<file path="config.mk">
export PLATFORM = sky130hd
export DESIGN_NAME = raster_timing_gen
export DESIGN_NICKNAME = d
export VERILOG_FILES = /design/src/rtl/raster_pkg.sv /design/src/rtl/raster_axis_counter.sv /design/src/rtl/raster_timing_gen.sv
export SDC_FILE = /design/constraint.sdc
export NUM_CORES = 1
export LEC_CHECK = 0
export ABC_AREA = 0
export CAP_MARGIN = 20
export CORE_MARGIN = 2
export CORE_UTILIZATION = 48
export DETAILED_ROUTE_END_ITERATION = 10
export GPL_ROUTABILITY_DRIVEN = 0
export MAX_ROUTING_LAYER = met4
export PLACE_DENSITY = 0.88
export SLEW_MARGIN = 20
export SYNTH_ARGS = -nofsm -noshare
export SYNTH_HDL_FRONTEND = slang
export SYNTH_SLANG_ARGS = --single-unit
</file>
<file path="constraint.sdc">
create_clock -name clk -period 6.25 [get_ports clk]
set_input_delay 0.625 -clock clk [delete_from_list [all_inputs] [get_ports clk]]
set_output_delay 0.625 -clock clk [all_outputs]
set_load 0.03 [all_outputs]
</file>
<file path="src/rtl/raster_pkg.sv">
// raster_pkg: shared definitions for the raster timing generator.
//   X_BITS_DEFAULT   - default width of horizontal counter / config fields
//   Y_BITS_DEFAULT   - default width of vertical counter / config fields
//   DIV_BITS_DEFAULT - default width of the pixel-clock divider setting
//   geom_t           - packed geometry record at the default widths:
//                      five horizontal fields, five vertical fields, two polarities
package raster_pkg;

  localparam int unsigned X_BITS_DEFAULT   = 11;
  localparam int unsigned Y_BITS_DEFAULT   = 10;
  localparam int unsigned DIV_BITS_DEFAULT = 2;

  typedef struct packed {
    logic signed [X_BITS_DEFAULT-1:0] x0;
    logic signed [X_BITS_DEFAULT-1:0] x_fp;
    logic signed [X_BITS_DEFAULT-1:0] x_s;
    logic signed [X_BITS_DEFAULT-1:0] x_e;
    logic signed [X_BITS_DEFAULT-1:0] x1;
    logic signed [Y_BITS_DEFAULT-1:0] y0;
    logic signed [Y_BITS_DEFAULT-1:0] y_fp;
    logic signed [Y_BITS_DEFAULT-1:0] y_s;
    logic signed [Y_BITS_DEFAULT-1:0] y_e;
    logic signed [Y_BITS_DEFAULT-1:0] y1;
    logic                             hsync_pol;
    logic                             vsync_pol;
  } geom_t;

endpackage

</file>
<file path="src/rtl/raster_axis_counter.sv">
// raster_axis_counter: one axis (horizontal or vertical) of the raster.
// Ports:
//   clk, reset            - clock, asynchronous active-high reset
//   step                  - advance the position this clk
//   start_pos             - value loaded when the position wraps
//   fp_pos                - first position past the active region
//   sync_s, sync_e        - sync window [sync_s, sync_e)
//   end_pos               - last position before wrapping
//   pos                   - current position (signed)
//   wrap                  - pos == end_pos
//   in_active             - 0 <= pos < fp_pos
//   in_sync               - sync_s <= pos < sync_e (empty when sync_e <= sync_s)
module raster_axis_counter
  import raster_pkg::*;
#(
  parameter int unsigned BITS = X_BITS_DEFAULT
) (
  input  logic                   clk,
  input  logic                   reset,
  input  logic                   step,
  input  logic signed [BITS-1:0] start_pos,
  input  logic signed [BITS-1:0] fp_pos,
  input  logic signed [BITS-1:0] sync_s,
  input  logic signed [BITS-1:0] sync_e,
  input  logic signed [BITS-1:0] end_pos,
  output logic signed [BITS-1:0] pos,
  output logic                   wrap,
  output logic                   in_active,
  output logic                   in_sync
);

  logic signed [BITS-1:0] pos_q, pos_d;

  assign wrap = (pos_q == end_pos);

  // Plain increment wraps modulo 2^BITS, so end_pos < start_pos still terminates.
  always_comb begin
    pos_d = pos_q;
    if (step) begin
      pos_d = wrap ? start_pos : pos_q + BITS'(1);
    end
  end

  always_ff @(posedge clk or posedge reset) begin
    if (reset) begin
      pos_q <= '0;
    end else begin
      pos_q <= pos_d;
    end
  end

  assign pos       = pos_q;
  assign in_active = !pos_q[BITS-1] && (pos_q < fp_pos);
  assign in_sync   = (pos_q >= sync_s) && (pos_q < sync_e);

endmodule

</file>
<file path="src/rtl/raster_timing_gen.sv">
// raster_timing_gen: programmable raster (video) timing generator.
// Optional feature macro: RASTER_SHADOW_EN - double-buffers geometry/polarity;
// cfg_load captures into a pending set that is applied at the frame wrap.
// Without it the geometry inputs are used live and cfg_pending is tied to 0.
// Ports:
//   clk, reset                    - clock, asynchronous active-high reset
//   x0,x_fp,x_s,x_e,x1            - horizontal start, active end, sync start/end, line end
//   y0,y_fp,y_s,y_e,y1            - vertical equivalents
//   hsync_pol, vsync_pol          - 1 = sync active-high
//   div                           - pixel period minus one, in clk cycles
//   cfg_load                      - capture strobe for geometry and polarity
//   pix_en                        - pixel strobe (dc == div)
//   x, y                          - current column / row
//   active, hsync, vsync          - registered timing, one clk behind x/y
//   line_start, frame_start       - one-clk pulses after the line / frame wrap
//   cfg_pending                   - captured config not yet applied
module raster_timing_gen
  import raster_pkg::*;
#(
  parameter int unsigned X_BITS   = X_BITS_DEFAULT,
  parameter int unsigned Y_BITS   = Y_BITS_DEFAULT,
  parameter int unsigned DIV_BITS = DIV_BITS_DEFAULT
) (
  input  logic                     clk,
  input  logic                     reset,
  input  logic signed [X_BITS-1:0] x0,
  input  logic signed [X_BITS-1:0] x_fp,
  input  logic signed [X_BITS-1:0] x_s,
  input  logic signed [X_BITS-1:0] x_e,
  input  logic signed [X_BITS-1:0] x1,
  input  logic signed [Y_BITS-1:0] y0,
  input  logic signed [Y_BITS-1:0] y_fp,
  input  logic signed [Y_BITS-1:0] y_s,
  input  logic signed [Y_BITS-1:0] y_e,
  input  logic signed [Y_BITS-1:0] y1,
  input  logic                     hsync_pol,
  input  logic                     vsync_pol,
  input  logic [DIV_BITS-1:0]      div,
  input  logic                     cfg_load,
  output logic                     pix_en,
  output logic signed [X_BITS-1:0] x,
  output logic signed [Y_BITS-1:0] y,
  output logic                     active,
  output logic                     hsync,
  output logic                     vsync,
  output logic                     line_start,
  output logic                     frame_start,
  output logic                     cfg_pending
);

  typedef struct packed {
    logic signed [X_BITS-1:0] x0;
    logic signed [X_BITS-1:0] x_fp;
    logic signed [X_BITS-1:0] x_s;
    logic signed [X_BITS-1:0] x_e;
    logic signed [X_BITS-1:0] x1;
    logic signed [Y_BITS-1:0] y0;
    logic signed [Y_BITS-1:0] y_fp;
    logic signed [Y_BITS-1:0] y_s;
    logic signed [Y_BITS-1:0] y_e;
    logic signed [Y_BITS-1:0] y1;
    logic                     hsync_pol;
    logic                     vsync_pol;
  } geom_w_t;

  geom_w_t geom_in;  // live inputs
  geom_w_t eff;      // geometry in force this clk
  logic signed [X_BITS-1:0] x_start;
  logic signed [Y_BITS-1:0] y_start;

  assign geom_in = {x0, x_fp, x_s, x_e, x1, y0, y_fp, y_s, y_e, y1, hsync_pol, vsync_pol};

  // Pixel divider
  logic [DIV_BITS-1:0] dc_q, dc_d;
  logic                pix_en_raw;

  assign pix_en_raw = (dc_q == div);
  // A live div below the current count forces an immediate wrap.
  assign dc_d       = (dc_q >= div) ? '0 : dc_q + DIV_BITS'(1);
  assign pix_en     = pix_en_raw & ~reset;

  always_ff @(posedge clk or posedge reset) begin
    if (reset) begin
      dc_q <= '0;
    end else begin
      dc_q <= dc_d;
    end
  end

  // Axis counters
  logic x_wrap, y_wrap, x_act, y_act, x_sync, y_sync;
  logic frame_wrap;

  assign frame_wrap = pix_en_raw & x_wrap & y_wrap;

  raster_axis_counter #(
    .BITS (X_BITS)
  ) u_axis_x (
    .clk       (clk),
    .reset     (reset),
    .step      (pix_en_raw),
    .start_pos (x_start),
    .fp_pos    (eff.x_fp),
    .sync_s    (eff.x_s),
    .sync_e    (eff.x_e),
    .end_pos   (eff.x1),
    .pos       (x),
    .wrap      (x_wrap),
    .in_active (x_act),
    .in_sync   (x_sync)
  );

  raster_axis_counter #(
    .BITS (Y_BITS)
  ) u_axis_y (
    .clk       (clk),
    .reset     (reset),
    .step      (pix_en_raw & x_wrap),
    .start_pos (y_start),
    .fp_pos    (eff.y_fp),
    .sync_s    (eff.y_s),
    .sync_e    (eff.y_e),
    .end_pos   (eff.y1),
    .pos       (y),
    .wrap      (y_wrap),
    .in_active (y_act),
    .in_sync   (y_sync)
  );

`ifdef RASTER_SHADOW_EN
  geom_w_t pend_q, work_q;
  logic    pending_q, work_valid_q, apply;

  assign apply = frame_wrap & pending_q;

  // Working set is captured from the inputs on the first clk out of reset; until
  // then the inputs are used directly so the first frame has a defined geometry.
  assign eff = work_valid_q ? work_q : geom_in;

  // The wrap position of the frame that applies new config comes from that config.
  assign x_start = apply ? pend_q.x0 : eff.x0;
  assign y_start = apply ? pend_q.y0 : eff.y0;

  always_ff @(posedge clk or posedge reset) begin
    if (reset) begin
      work_q       <= '0;
      work_valid_q <= 1'b0;
    end else if (!work_valid_q) begin
      work_q       <= geom_in;
      work_valid_q <= 1'b1;
    end else if (apply) begin
      work_q <= pend_q;
    end
  end

  // A load on the wrap clk wins over the clear, so it lands at the next frame wrap.
  always_ff @(posedge clk or posedge reset) begin
    if (reset) begin
      pend_q    <= '0;
      pending_q <= 1'b0;
    end else if (cfg_load) begin
      pend_q    <= geom_in;
      pending_q <= 1'b1;
    end else if (apply) begin
      pending_q <= 1'b0;
    end
  end

  assign cfg_pending = pending_q;
`else
  logic unused_cfg_load;

  assign unused_cfg_load = cfg_load;
  assign eff             = geom_in;
  assign x_start         = geom_in.x0;
  assign y_start         = geom_in.y0;
  assign cfg_pending     = 1'b0;
`endif

  // Registered timing outputs
  logic active_q, hsync_q, vsync_q, line_start_q, frame_start_q;

  always_ff @(posedge clk or posedge reset) begin
    if (reset) begin
      active_q      <= 1'b0;
      hsync_q       <= 1'b0;
      vsync_q       <= 1'b0;
      line_start_q  <= 1'b0;
      frame_start_q <= 1'b0;
    end else begin
      active_q      <= x_act & y_act;
      hsync_q       <= x_sync ^ ~eff.hsync_pol;
      vsync_q       <= y_sync ^ ~eff.vsync_pol;
      line_start_q  <= pix_en_raw & x_wrap;
      frame_start_q <= frame_wrap;
    end
  end

  assign active      = active_q;
  assign hsync       = hsync_q;
  assign vsync       = vsync_q;
  assign line_start  = line_start_q;
  assign frame_start = frame_start_q;

endmodule

</file>
# Word-level counts from Yosys, hierarchy flattened
# Cells that the tools add are included.
# Widths: inputs -> output; s select.
totals:
  wordCells: 39
  input_bits: 112
  ff_bits: 28
classes:
  n_bitwise: 9
  magnitude_cmp: 7
  n_eq_ne: 3
  muxes: 3
  addsub: 3
  n_reduce_logical: 6
ops:
  columns: ["cell", "count"]
  rows:
  - ["$lt 11x11->1", 2]
  - ["$lt 10x10->1", 2]
  - ["$add 11x2->11 const B", 1]
  - ["$eq 11x11->1", 1]
  - ["$ge 11x11->1", 1]
  - ["$mux 11", 1]
  - ["$add 10x2->10 const B", 1]
  - ["$eq 10x10->1", 1]
  - ["$ge 10x10->1", 1]
  - ["$mux 10", 1]
  - ["$and 1x1->1", 4]
  - ["$logic_and 1x1->1", 4]
  - ["$not 1->1", 3]
  - ["$add 2x1->2 const B", 1]
  - ["$eq 2x2->1", 1]
  - ["$ge 2x2->1", 1]
  - ["$logic_not 1->1", 2]
  - ["$mux 2", 1]
  - ["$xor 1x1->1", 2]

# Longest topological paths before layout
depth:
  ltp_word: 3
  mapped_depth: 8
  mapped_depth_nobuf: 8

# Cells and area by module
# A second synthesis with hierarchy kept.
unflattened:
  hier_cells: 421
  area_unflattened_um2: 3412.0
modules_own_cells:
  columns: ["mod", "seq_area_each_um2", "instances", "cells_each", "area_per_inst_um2"]
  rows:
  - ["raster_axis_counter (u_axis_x)", 275.3, 1, 212, 1627.8]
  - ["raster_axis_counter (u_axis_y)", 250.2, 1, 184, 1470.2]
  - ["raster_timing_gen", 175.2, 1, 25, 314.1]

# Least setup slack after synthesis
# Ideal clock, no wire load.
synth_path:
  path_kind: "input to output"
  from: "in div[1]"
  to: "out pix_en"
  arrival_ns: 1.676
  setup_slack_ns: 3.949
  stages: 5
  required_time_ns: 5.625
  path_cell_list: "inv_1 ha_1 nand2_1 clkbuf_1 nor2_1"
synth_between:
  elab_chain_cells: 2
synth_rtl:
  columns: ["item", "line", "text"]
  rows:
  - ["start: declaration", "raster_timing_gen.sv:38", "input logic [DIV_BITS-1:0] div,"]
  - ["$eq 2x2->1", "raster_timing_gen.sv:77", "assign pix_en_raw = (dc_q == div);"]
  - ["$and 1x1->1", "raster_timing_gen.sv:80", "assign pix_en = pix_en_raw & ~reset;"]
  - ["end: declaration", "raster_timing_gen.sv:40", "output logic pix_en,"]
# No other way between the ends.

# Worst setup path in the final report
# Ends and elaborated chain as after synthesis.

==> out/results.ini <==
[clocking]
cts_tree=built
cts_setup_buffers=0
cts_max_level=1
clockBufferDepth=2
clk_pin_slew_worst_paths_ns=0.09
clock-sinks=28
cts.repair.resized=0
clk_latency_ns=0.28
ctsHoldBuffers=0
root_buffer=clkbuf_8
cts_buffers=3

[routing]
ant_nets=0
routedWlPerCell_um=15.7
vias=3550
drt_iter0_markers=151
drc=0
dr.pass1.iters=4
wl_mm=10.2
vias_per_cell=5.45

[worst_setup_path]
arrival_ns=2.64
cp_max_fo=14
critical_path.startpoint_type=primary input
cp.required_ns=5.62
crit-reg2reg-capture=u_axis_y.pos[7]$_DFFE_PP0P_
ff2ff_path_depth=6
ff2ff_setup_slack_ns=3.85
endpoint_kind=output pin
reg2reg_from=u_axis_y.pos[3]$_DFFE_PP0P_
critPathKind=in -> out

[sta]
setup_tns_ns=0
finalSetupViolCount=0
min_period_ns=3.26
slew_headroom=0.546
grt_setup_unrepaired=no
timing.final.ws_setup_ns=2.99
maxSlewViolCount=0
finalHoldViolCount=0
fmax_mhz=306
tightest_slew_ns=0.680
period_share=0.522
fin_skew_ns=0.00559

[floorplan]
core_um2=6830
die_w_um=88.1
die_area_um2=7760
start_util=0.497
io_pins=140
rows=30
die_h_um=88.1

[power]
powerDensity_nw_per_um2=177
peakVddDrop_uv=158
p_leak_uw=0.00247

[synthesis]
synth_nets=597
yosys.area.top_type=ha_1
async_flop_share=1.00
synth_compound_area_frac=0.202
synth.avg_cell_area_um2=8.04
synthTopCellsByArea=ha_1, dfrtp_1, inv_1
netlist_area_um2=3390
seq_area_frac_synth=0.206
synth_cell_types=51
synth_top_family_by_area=adder cells
yosys.area_share.simple=0.180
synth-xor-area-share=0.0593
synth_seq_cells=28
yosysMostFrequentCell=inv_1
synthAdderAreaFrac=0.232
synth_top_area_frac=0.232
synthMuxAreaShare=0.0177
synth_edf_count=0
synth_warnings=0
ys_top_cells_by_count=inv_1, ha_1, a21oi_1
synth_flop_cell=dfrtp_1
synthCells=422

[placed_design]
dp_cells=647
place_ws_ns=3.01
dp_hpwl_mm=8.38
io_buffers=137

[global_routing]
grt_pass1_wl_mm=16.2
grt_pass1_vias=3557
grt_start_max_net_pins=28
grt_antenna_before_repair=0
overflow=0
track_usage=0.271

[layout]
syn2layout_area_growth_pct=44.1
fill_cells=556
drive_gt1_frac=0.0414
stdcell_count=651
diodes=0
nets=731

[worst_hold_path]
hold_end=dc_q[0]$_DFF_PP0_
holdCritPathClass=reg -> reg
hold_path_depth=2
hold_start=dc_q[0]$_DFF_PP0_

[flow_run]
maxCapViolCount=0

[outcome]
status=finished, final reports clean

[critical path: stages]
cell and delay [ns]:
clkdlybuf4s50_1 0.46, inv_1 0.04, ha_1 0.31, nand2_1 0.32
nor2_1 0.19, clkdlybuf4s50_1 0.69
[metal layers]
metal	part of all wire	wire length [um]	track usage	vias to the layer above
met4	0.026	270	0.0826	0
li1	-	-	-	1752
met1	0.40	4120	0.322	1672
met3	0.047	484	0.0396	24
met5	0	0	-	-
met2	0.52	5350	0.475	102
[registers in the layout, summed over array words and instances, names as in the netlist]
| register | count |
|---|---|
| u_axis_x.pos | 11 |
| u_axis_y.pos | 10 |
| dc_q | 2 |
| active | 1 |
| frame_start | 1 |
| hsync | 1 |
| line_start | 1 |
| vsync | 1 |
[through the flow]
step / total power, uW / instance area (um2) / hold WS (ns) / utilization
3_3_place_gp: 721 / 4820 / 0.565 / 0.706
2_1_floorplan: 548 / 3390 / 0.550 / -
3_5_place_dp: 751 / 4840 / 0.596 / 0.708
5_1_grt: 929 / 4890 / 0.625 / 0.716
6_report: 867 / 4890 / 0.608 / 0.716
4_1_cts: 869 / 4890 / 0.611 / 0.716
[cell families (layout without fill, tap and decap cells)]
logic type      after synthesis  after routing
simple gates                112            112
compound gates              106            106
buf+inv                      83            216
fa+ha+maj                    63             63
flops                        28             28
xor+xnor                     23             23
mux                           6              6
other cells                   1              1
[area by class of cell]
type | count | area (um2) | area share
inverters | 74 | 279 | 0.0570
well taps | 96 | 120 | 0.0246
multi-input cells | 311 | 2350 | 0.480
flip-flops and latches | 28 | 701 | 0.143
clock buffers | 4 | 55.1 | 0.0113
repair buffers | 138 | 1390 | 0.283
[cells in the final DEF, fill, tap and decap left out, types with 9 or more instances in the layout]
cell type        Yosys  routed
clkdlybuf4s50_1      0     137
inv_1               73      73
ha_1                63      63
a21oi_1             31      31
dfrtp_1             28      28
nor2_1              27      27
nand3_1             21      21
xor2_1              20      20
nand2_1             18      18
o21ai_1             15      15
nand4_1             11      11
a21o_1              11      11
o21ai_0              9       9
[power breakdown]
group / total [uW] / internal, uW / switching, uW
sequential: 283 / 210 / 73.2
combinational: 469 / 232 / 237
clock: 115 / 56.5 / 58.9
[worst max-delay path by stage]
stage / slack (ns) / end / from / cells after the start
after CTS: 2.99 / pix_en / div[1] / 6
after floorplan: 3.95 / pix_en / div[1] / 5
after detailed placement: 3.01 / pix_en / div[1] / 6
final: 2.99 / pix_en / div[1] / 6
after global routing: 2.84 / pix_en / div[1] / 6
after global placement: 3.05 / pix_en / div[1] / 6
Power figures use the tool's default switching activity.
